### config.mk
export PLATFORM = sky130hd
export DESIGN_NAME = score_uart_reporter
export DESIGN_NICKNAME = d
export VERILOG_FILES = /design/src/rtl/score_uart_reporter_pkg.sv /design/src/rtl/score_uart_reporter_uart_tx_byte.sv /design/src/rtl/score_uart_reporter.sv
export SDC_FILE = /design/constraint.sdc
export NUM_CORES = 1
export LEC_CHECK = 0
export CAP_MARGIN = 20
export CORE_MARGIN = 2
export CORE_UTILIZATION = 60
export CTS_BUF_LIST = sky130_fd_sc_hd__clkbuf_4 sky130_fd_sc_hd__clkbuf_8
export DETAILED_ROUTE_END_ITERATION = 10
export PLACE_DENSITY = 0.91
export SLEW_MARGIN = 20
export SYNTH_ARGS = -nofsm -noshare
export SYNTH_HDL_FRONTEND = slang
export SYNTH_SLANG_ARGS = --single-unit
export TNS_END_PERCENT = 10
### constraint.sdc
create_clock -name clk -period 2.43 [get_ports clk]
set_input_delay 0.729 -clock clk [delete_from_list [all_inputs] [get_ports clk]]
set_output_delay 0.729 -clock clk [all_outputs]
set_load 0.01 [all_outputs]
### src/rtl/score_uart_reporter_pkg.sv
// Shared types, message constants and ASCII formatting helpers for the score reporter.
package enum_type;

  typedef enum logic [0:0] {RPT_IDLE, RPT_SEND} rpt_state_type;
  typedef enum logic [2:0] {SER_IDLE, SER_START, SER_DATA, SER_PARITY, SER_STOP} ser_state_type;

  localparam int unsigned MSG_LEN  = 11;
  localparam logic [7:0]  ASCII_CR = 8'h0D;
  localparam logic [7:0]  ASCII_LF = 8'h0A;

  function automatic logic [7:0] hex_ascii(input logic [3:0] n);
    return (n < 4'd10) ? 8'h30 + {4'h0, n} : 8'h37 + {4'h0, n};
  endfunction

  // snap = {state[7:0], score[15:0]}; idx selects one byte of "Sss Pdddd\r\n"
  function automatic logic [7:0] msg_byte(input logic [23:0] snap, input logic [3:0] idx);
    logic [7:0] b;
    case (idx)
      4'd0:    b = 8'h53;
      4'd1:    b = hex_ascii(snap[23:20]);
      4'd2:    b = hex_ascii(snap[19:16]);
      4'd3:    b = 8'h20;
      4'd4:    b = 8'h50;
      4'd5:    b = hex_ascii(snap[15:12]);
      4'd6:    b = hex_ascii(snap[11:8]);
      4'd7:    b = hex_ascii(snap[7:4]);
      4'd8:    b = hex_ascii(snap[3:0]);
      4'd9:    b = ASCII_CR;
      default: b = ASCII_LF;
    endcase
    return b;
  endfunction

endpackage

### src/rtl/score_uart_reporter_uart_tx_byte.sv
// Single-byte UART serializer, 8N1 by default; 8E1 when REPORTER_PARITY_EN is defined.
module uart_tx_byte #(
  parameter int unsigned CLKS_PER_BIT = 434
) (
  input  logic       clk,
  input  logic       reset_n,
  input  logic [7:0] data,
  input  logic       valid,
  output logic       ready,
  output logic       tx
);
  import enum_type::*;

  localparam int unsigned CW = (CLKS_PER_BIT > 1) ? $clog2(CLKS_PER_BIT) : 1;

  ser_state_type state_q, state_d;
  logic [CW-1:0] cnt_q, cnt_d;
  logic [2:0]    bit_q, bit_d;
  logic [7:0]    shift_q, shift_d;
  logic          tx_q, tx_d;
`ifdef REPORTER_PARITY_EN
  logic          par_q, par_d;
`endif
  logic          bit_end;

  assign bit_end = (cnt_q == CW'(CLKS_PER_BIT - 1));
  assign ready   = (state_q == SER_IDLE);
  assign tx      = tx_q;

  always_comb begin
    state_d = state_q;
    cnt_d   = cnt_q;
    bit_d   = bit_q;
    shift_d = shift_q;
    tx_d    = tx_q;
`ifdef REPORTER_PARITY_EN
    par_d   = par_q;
`endif
    if (state_q != SER_IDLE) cnt_d = bit_end ? '0 : cnt_q + CW'(1);
    case (state_q)
      SER_IDLE: begin
        tx_d = 1'b1;
        if (valid) begin
          state_d = SER_START;
          shift_d = data;
          cnt_d   = '0;
          tx_d    = 1'b0;
`ifdef REPORTER_PARITY_EN
          par_d   = ^data;
`endif
        end
      end
      SER_START: begin
        if (bit_end) begin
          state_d = SER_DATA;
          bit_d   = '0;
          tx_d    = shift_q[0];
        end
      end
      SER_DATA: begin
        if (bit_end) begin
          if (bit_q == 3'd7) begin
`ifdef REPORTER_PARITY_EN
            state_d = SER_PARITY;
            tx_d    = par_q;
`else
            state_d = SER_STOP;
            tx_d    = 1'b1;
`endif
          end else begin
            bit_d   = bit_q + 3'd1;
            shift_d = shift_q >> 1;
            tx_d    = shift_q[1];
          end
        end
      end
`ifdef REPORTER_PARITY_EN
      SER_PARITY: begin
        if (bit_end) begin
          state_d = SER_STOP;
          tx_d    = 1'b1;
        end
      end
`endif
      SER_STOP: begin
        if (bit_end) state_d = SER_IDLE;
      end
      default: begin
        state_d = SER_IDLE;
        tx_d    = 1'b1;
      end
    endcase
  end

  always_ff @(posedge clk or negedge reset_n) begin
    if (!reset_n) begin
      state_q <= SER_IDLE;
      cnt_q   <= '0;
      bit_q   <= '0;
      shift_q <= '0;
      tx_q    <= 1'b1;
`ifdef REPORTER_PARITY_EN
      par_q   <= 1'b0;
`endif
    end else begin
      state_q <= state_d;
      cnt_q   <= cnt_d;
      bit_q   <= bit_d;
      shift_q <= shift_d;
      tx_q    <= tx_d;
`ifdef REPORTER_PARITY_EN
      par_q   <= par_d;
`endif
    end
  end

endmodule

### src/rtl/score_uart_reporter.sv
// Sends "Sss Pdddd\r\n" over UART whenever state/score change or on send_req.
// Frame format follows REPORTER_PARITY_EN (8E1 when defined, else 8N1).
module score_uart_reporter #(
  parameter int unsigned CLK_HZ = 50_000_000,
  parameter int unsigned BAUD   = 115200
) (
  input  logic        clk,
  input  logic        reset_n,
  input  logic [7:0]  state,
  input  logic [15:0] score,
  input  logic        send_req,
  output logic        uart_tx,
  output logic        busy
);
  import enum_type::*;

  localparam int unsigned CLKS_PER_BIT = CLK_HZ / BAUD;

  rpt_state_type rpt_q, rpt_d;
  logic [23:0]   snap_q, snap_d;
  logic [23:0]   last_q, last_d;
  logic [3:0]    idx_q, idx_d;
  logic          req_q, req_d;
  logic          busy_q, busy_d;
  logic          ser_valid, ser_ready;
  logic [7:0]    ser_data;
  logic          all_sent;

  assign all_sent = (idx_q == 4'(MSG_LEN));
  assign ser_data = msg_byte(snap_q, idx_q);
  // busy drops as soon as the last stop bit ends, one cycle before the sequencer returns to idle
  assign busy     = busy_q & ~(ser_ready & all_sent);

  always_comb begin
    rpt_d     = rpt_q;
    snap_d    = snap_q;
    last_d    = last_q;
    idx_d     = idx_q;
    req_d     = req_q;
    busy_d    = busy_q;
    ser_valid = 1'b0;
    case (rpt_q)
      RPT_IDLE: begin
        if (send_req || req_q || ({state, score} != last_q)) begin
          snap_d = {state, score};
          last_d = {state, score};
          req_d  = 1'b0;
          idx_d  = '0;
          rpt_d  = RPT_SEND;
        end
      end
      RPT_SEND: begin
        if (send_req) req_d = 1'b1;
        if (!all_sent) begin
          ser_valid = 1'b1;
          if (ser_ready) begin
            idx_d  = idx_q + 4'd1;
            busy_d = 1'b1;
          end
        end else if (ser_ready) begin
          rpt_d  = RPT_IDLE;
          idx_d  = '0;
          busy_d = 1'b0;
        end
      end
      default: rpt_d = RPT_IDLE;
    endcase
  end

  always_ff @(posedge clk or negedge reset_n) begin
    if (!reset_n) begin
      rpt_q  <= RPT_IDLE;
      snap_q <= '0;
      last_q <= '0;
      idx_q  <= '0;
      req_q  <= 1'b0;
      busy_q <= 1'b0;
    end else begin
      rpt_q  <= rpt_d;
      snap_q <= snap_d;
      last_q <= last_d;
      idx_q  <= idx_d;
      req_q  <= req_d;
      busy_q <= busy_d;
    end
  end

  uart_tx_byte #(.CLKS_PER_BIT(CLKS_PER_BIT)) u_ser (
    .clk     (clk),
    .reset_n (reset_n),
    .data    (ser_data),
    .valid   (ser_valid),
    .ready   (ser_ready),
    .tx      (uart_tx)
  );

endmodule
## Word-level counts from Yosys, hierarchy flattened

Index checks and enable logic that the tools add are counted.

- Bits in registers: 55
- Input bits: 27

- Add/subtract/negate cells: 15
- Bitwise operators: 5
- Order comparisons: 6
- Muxes and demuxes: 46
- Reductions and logical operators: 15
- Eq/ne operators: 25

Operator list:

| cell | count |
|---|---|
| adder 6 x 4 -> 7 bit, first input constant | 12 |
| one-hot mux 7 bit (10 select lines) | 1 |
| two-way mux 7 bit | 6 |
| two-way mux 9 bit | 4 |
| less-than comparator 4 bit, second input constant | 6 |
| two-way mux 8 bit | 3 |
| inequality test 24 bit | 1 |
| two-way mux 3 bit | 7 |
| == test 4 x 3 -> 1 bit, second input constant | 4 |
| two-way mux 4 bit | 4 |
| one-hot mux 8 bit (2 select lines) | 1 |
| two-way mux 1 bit | 14 |
| == test 4 bit, second input constant | 3 |
| one-hot mux 3 bit (4 select lines) | 1 |
| inequality test 2 x 1 -> 1 bit, second input constant | 5 |
| adder 9 x 1 -> 9 bit, second input constant | 1 |
| == test 9 bit, second input constant | 1 |
| == test 4 x 2 -> 1 bit, second input constant | 2 |
| inequality test 2 bit, second input constant | 4 |
| one-hot mux 4 bit (2 select lines) | 1 |
| AND reduction 2 bit | 4 |
| AND reduction 4 bit | 2 |
| == test 3 bit, second input constant | 2 |
| one-hot mux 3 bit (2 select lines) | 1 |
| other kinds (16) | 22 |

## Longest topological paths before layout

- Word-level depth: 5
- Gate-level depth with buffers: 8
- Gate-level depth less buffers: 7

## Modules after synthesis

Synthesis repeated with hierarchy kept, for this count alone.

- Cells, all modules: 412
- Area total of the unflattened synthesis: 3952.5 µm²

Modules (own cells, without submodules):

| module | area each (µm²) | instances | sequential area each (µm²) | cells an instance |
|---|---|---|---|---|
| score_uart_reporter | 2600.0 | 1 | 775.7 | 287 |
| uart_tx_byte | 1352.5 | 1 | 601.8 | 125 |

## Least setup slack after synthesis

OpenSTA, ideal clock, no wires.

- Path type: input to register
- Start: input port state[7]
- End: register last_q[15]
- Stages: 6
- Path slack: 0.448 ns
- Data required time: 2.305 ns
- Library setup time: 0.125 ns
- Arrival: 1.857 ns
- Cells stage by stage: xnor2_1 > nand4_1 > nor4_1 > a41oi_1 > buf_2 > mux2_4

- Longest elaborated chain between the ends: 3

Ends and longest elaborated chain:

| item | line | text |
|---|---|---|
| start: declaration | score_uart_reporter.sv:9 | `input logic [7:0] state,` |
| inequality test 24 bit | score_uart_reporter.sv:44 | `if (send_req \|\| req_q \|\| ({state, score} != last_q)) begin` |
| logical OR 1 bit | score_uart_reporter.sv:44 |  |
| AND reduction 2 bit (no line) | n/a |  |
| end signal: assignment | score_uart_reporter.sv:81 | `last_q <= last_d;` |
| end: declaration | score_uart_reporter.sv:21 | `logic [23:0] last_q, last_d;` |

Every way passes these cells.
A chain may end at the register's enable or synchronous reset.

## Worst setup path in the final report

- Start: input port score[5]
- End: register last_q[0]

- Longest elaborated chain between the ends: 3

Ends and longest elaborated chain:

| item | line | text |
|---|---|---|
| start: declaration | score_uart_reporter.sv:10 | `input logic [15:0] score,` |
| inequality test 24 bit | score_uart_reporter.sv:44 |  |
| logical OR 1 bit | score_uart_reporter.sv:44 |  |
| AND reduction 2 bit (no line) | n/a |  |

Every way passes these cells.

==> impl_results.md <==
- Vias: 3,228
- Min cycle time layout: 2.367 ns
- H-tree depth: 2
- IO buf count: 28
- CP endpoint kind: register
- Post-synth EDFFs: 0
- Pin count of the biggest net entering global routing: 55
- Multi-input combinational cell area: 0.002296 mm^2
- Post-DP HPWL: 6331 um
- Kind of critical path: input pin to register
- Fin crit share: 0.9740
- Antenna viol nets, final: 0
- Ys async rst share: 1.000
- Slowest stage delay, CP: 0.45 ns
- Layout Nets: 474
- Placer congestion estimate: 0.9484
- Worst Max-Slew Pin Slew: 0.6789 ns
- Synth warn: 0
- DRC: 0
- WP data arrival: 2.57 ns
- GR Util met2: 0.4084
- IR Drop Worst-Case VDD: 0.2977 mV
- Clock Sinks: 54
- Share of cells above drive strength 1: 0.1567
- I/O pin cnt: 29
- Slew Limit Headroom: 0.5474
- Clock latency on the worst-skew pair: 0.31 ns
- Final Hold Viols: 0
- Cell Pwr Density: 413.8 mW/mm^2
- Die area: 0.007115 mm^2
- Bufs on Longest Clock Path: 2
- Crit. Startpoint: score[5]
- FF+latch area: 0.001353 mm^2
- Status: complete, no violations
- Min-delay worst type: register to register
- Crit-path max FO: 12
- Met3 usage: 0.03147
- Pre-antenna DRT Iters: 5
- Worst r2r src: last_q[21]
- Grt peak-use layer: met2
- Starting DRT DRC Count: 344
- Worst reg2reg path endpoint: u_ser.shift_q[2]
- Max-Cap Viols: 0
- WP data required: 2.63 ns
- Worst setup margin: 0.06321 ns
- Clk pwr share: 0.348
- Net Sw Frac: 0.2520
- Setup_tns: 0 ns
- Hold Path Cell Cnt: 2
- Reg clk slew, reported paths: 0.10 ns
- Fmax: 422.5 MHz
- Hold_buf cts: 0
- Flop2flop setup slack: 0.26 ns
- Hold Path Sink: u_ser.shift_q[3]
- Number of global-route vias before repair: 3,033
- Hold wc startpoint: u_ser.shift_q[3]
- P_leak: 1.792 nW
- Die Width: 84.35 um
- Skew final: 0.009462 ns
- Final Util: 0.6855
- R2R depth: 7
- Die Y: 84.35 um
- Ys flop type: dfrtp_1
- Total track usage: 0.2565
- Via/cell ratio: 6.317
- RSZ-0062 raised after global routing: no
- Place WS: -0.2242 ns
- Total wire length: 8862 um
- Initial antenna violation count: 0
- Post-synthesis cell area: 0.003874 mm^2
- Crit-path cells: clkdlybuf4s50_1 -> xor2_1 -> nor4_1 -> a41oi_2 -> buf_4 -> mux2_1
- Core Region: 0.006314 mm^2
- TritonCTS clock tree: done
- Routed wire length per instance: 17.34 um
- Avg Cell Area, Syn: 9.402 um^2
- Post-Syn Instances: 412
- Gate power share: 0.116
- WHS: 0.5062 ns
- First-pass GRT wire length: 14,980 um
- Slowest stage cell, crit path: nor4_1
- Pwr Total: 1.791 mW
- GR Overflow Total: 0
- Clk root buf: clkbuf_8
- Site Rows: 29
- Seq/Total Area, Yosys: 0.3492
- Crit start category: input pin
- Ant. Diodes: 0
- Int Pwr: 1.339 mW
- Sequential power share: 0.536
- Setup-failing EPs final: 0
- Fill count: 471
- Yosys cell types: 66
- GRT met1 Usage: 0.3798
- Initial core utilization: 0.6136
- Synth Register Bits: 54
- Layout area overhead: 11.72%
- Post-synth net total: 453
- Final max-slew violation count: 0
- Psw: 451.3 uW
- Number of CTS-inserted buffers: 5
-- cell usage in the layout, fill, tap and decap left out, drive strengths merged, types with 5 or more instances in the layout --
| master | count |
|---|---|
| dfrtp | 53 |
| nand2 | 30 |
| o21ai | 30 |
| clkdlybuf4s50 | 26 |
| mux2 | 26 |
| a21oi | 23 |
| xnor2 | 22 |
| nor2 | 22 |
| inv | 20 |
| buf | 17 |
| nand3 | 16 |
| ha | 14 |
| nor2b | 11 |
| xor2 | 9 |
| nor3 | 9 |
| a211oi | 8 |
| and3 | 5 |
| o22ai | 5 |
| nand4 | 5 |
| o211ai | 5 |
| clkbuf | 5 |
| or3 | 5 |
| o31ai | 5 |
-- cells in the mapped netlist, types with 6 or more instances --
cell type / n / area share
a21oi_1: 23 / 0.030
ha_1: 14 / 0.045
xor2_1: 9 / 0.020
nand2_1: 30 / 0.029
nor2b_1: 11 / 0.018
buf_2: 18 / 0.023
mux2_4: 15 / 0.058
nor3_1: 6 / 0.0078
nor2_1: 21 / 0.020
o21ai_0: 13 / 0.017
clkbuf_1: 7 / 0.0068
xnor2_1: 22 / 0.050
o21ai_1: 17 / 0.022
mux2_2: 8 / 0.023
a211oi_1: 7 / 0.014
inv_1: 19 / 0.018
nand3_1: 14 / 0.018
dfrtp_1: 53 / 0.34
-- final cells by class --
class	instances	area share
inverter	20	0.01735
sequential	54	0.3125
timing repair buffer	44	0.09107
multi-input combinational	308	0.5305
clock inverter	3	0.01041
tap	77	0.02226
clock buffer	5	0.01590
-- routing by layer --
metal,wire length (um),part of all wire
met4,132,0.015
met3,511,0.058
met1,4022,0.45
met5,0,0
met2,4195,0.47
-- power groups by stage --
stage / clock network, mW / logic (mW) / registers [mW]
global route: 0.662 / 0.226 / 0.966
global placement: 0 / 0.199 / 0.974
CTS: 0.624 / 0.208 / 0.959
floorplan: 0 / 0.143 / 0.944
finish: 0.623 / 0.208 / 0.960
detailed placement: 0 / 0.205 / 0.976
-- critical path, delay by kind of cell --
kind | cells | cell delay [ns]
XOR/XNOR | 1 | 0.17
AO/OA/AOI/OAI | 1 | 0.20
multiplexers | 1 | 0.33
buffers and inverters | 2 | 0.69
AND/OR/NAND/NOR | 1 | 0.45
-- worst max path at each step --
stage | end | cells past startpoint | slack, ns
2_1_floorplan | last_q[15] | 6 | 0.45
3_3_place_gp | last_q[0] | 7 | -0.17
3_5_place_dp | last_q[0] | 7 | -0.22
4_1_cts | last_q[0] | 6 | 0.06
5_1_grt | last_q[0] | 7 | 0.0004
6_report | last_q[0] | 6 | 0.06
-- cells by family (layout without fill, tap and decap cells) --
logic type,after synthesis,in the layout,synth area share
compound gates,104,104,0.1825
xor+xnor,31,31,0.07009
fa+ha+maj,14,14,0.04522
buf+inv,50,72,0.06008
flops,54,54,0.3492
mux,30,30,0.1005
simple gates,129,129,0.1925
-- registers in the layout, summed over array words and instances (netlist names) --
name / count
last_q: 24
u_ser.cnt_q: 9
u_ser.shift_q: 7
idx_q: 4
u_ser.bit_q: 3
u_ser.state_q: 3
busy_q: 1
req_q: 1
rpt_q: 1
u_ser.tx: 1
-- timing repair --
action	4_1_cts	5_1_grt
gates resized for setup	1	0
setup endpoints to repair	1	0
setup buffers	2	0
-- metrics by stage --
stage | instance area [um^2] | std cells
final | 4328 | 511
after global routing | 4328 | 511
after CTS | 4328 | 511
after detailed placement | 4200 | 501
after global placement | 4200 | 501
after floorplan | 3874 | 412
Note: power is estimated with default switching activity, not from simulation.
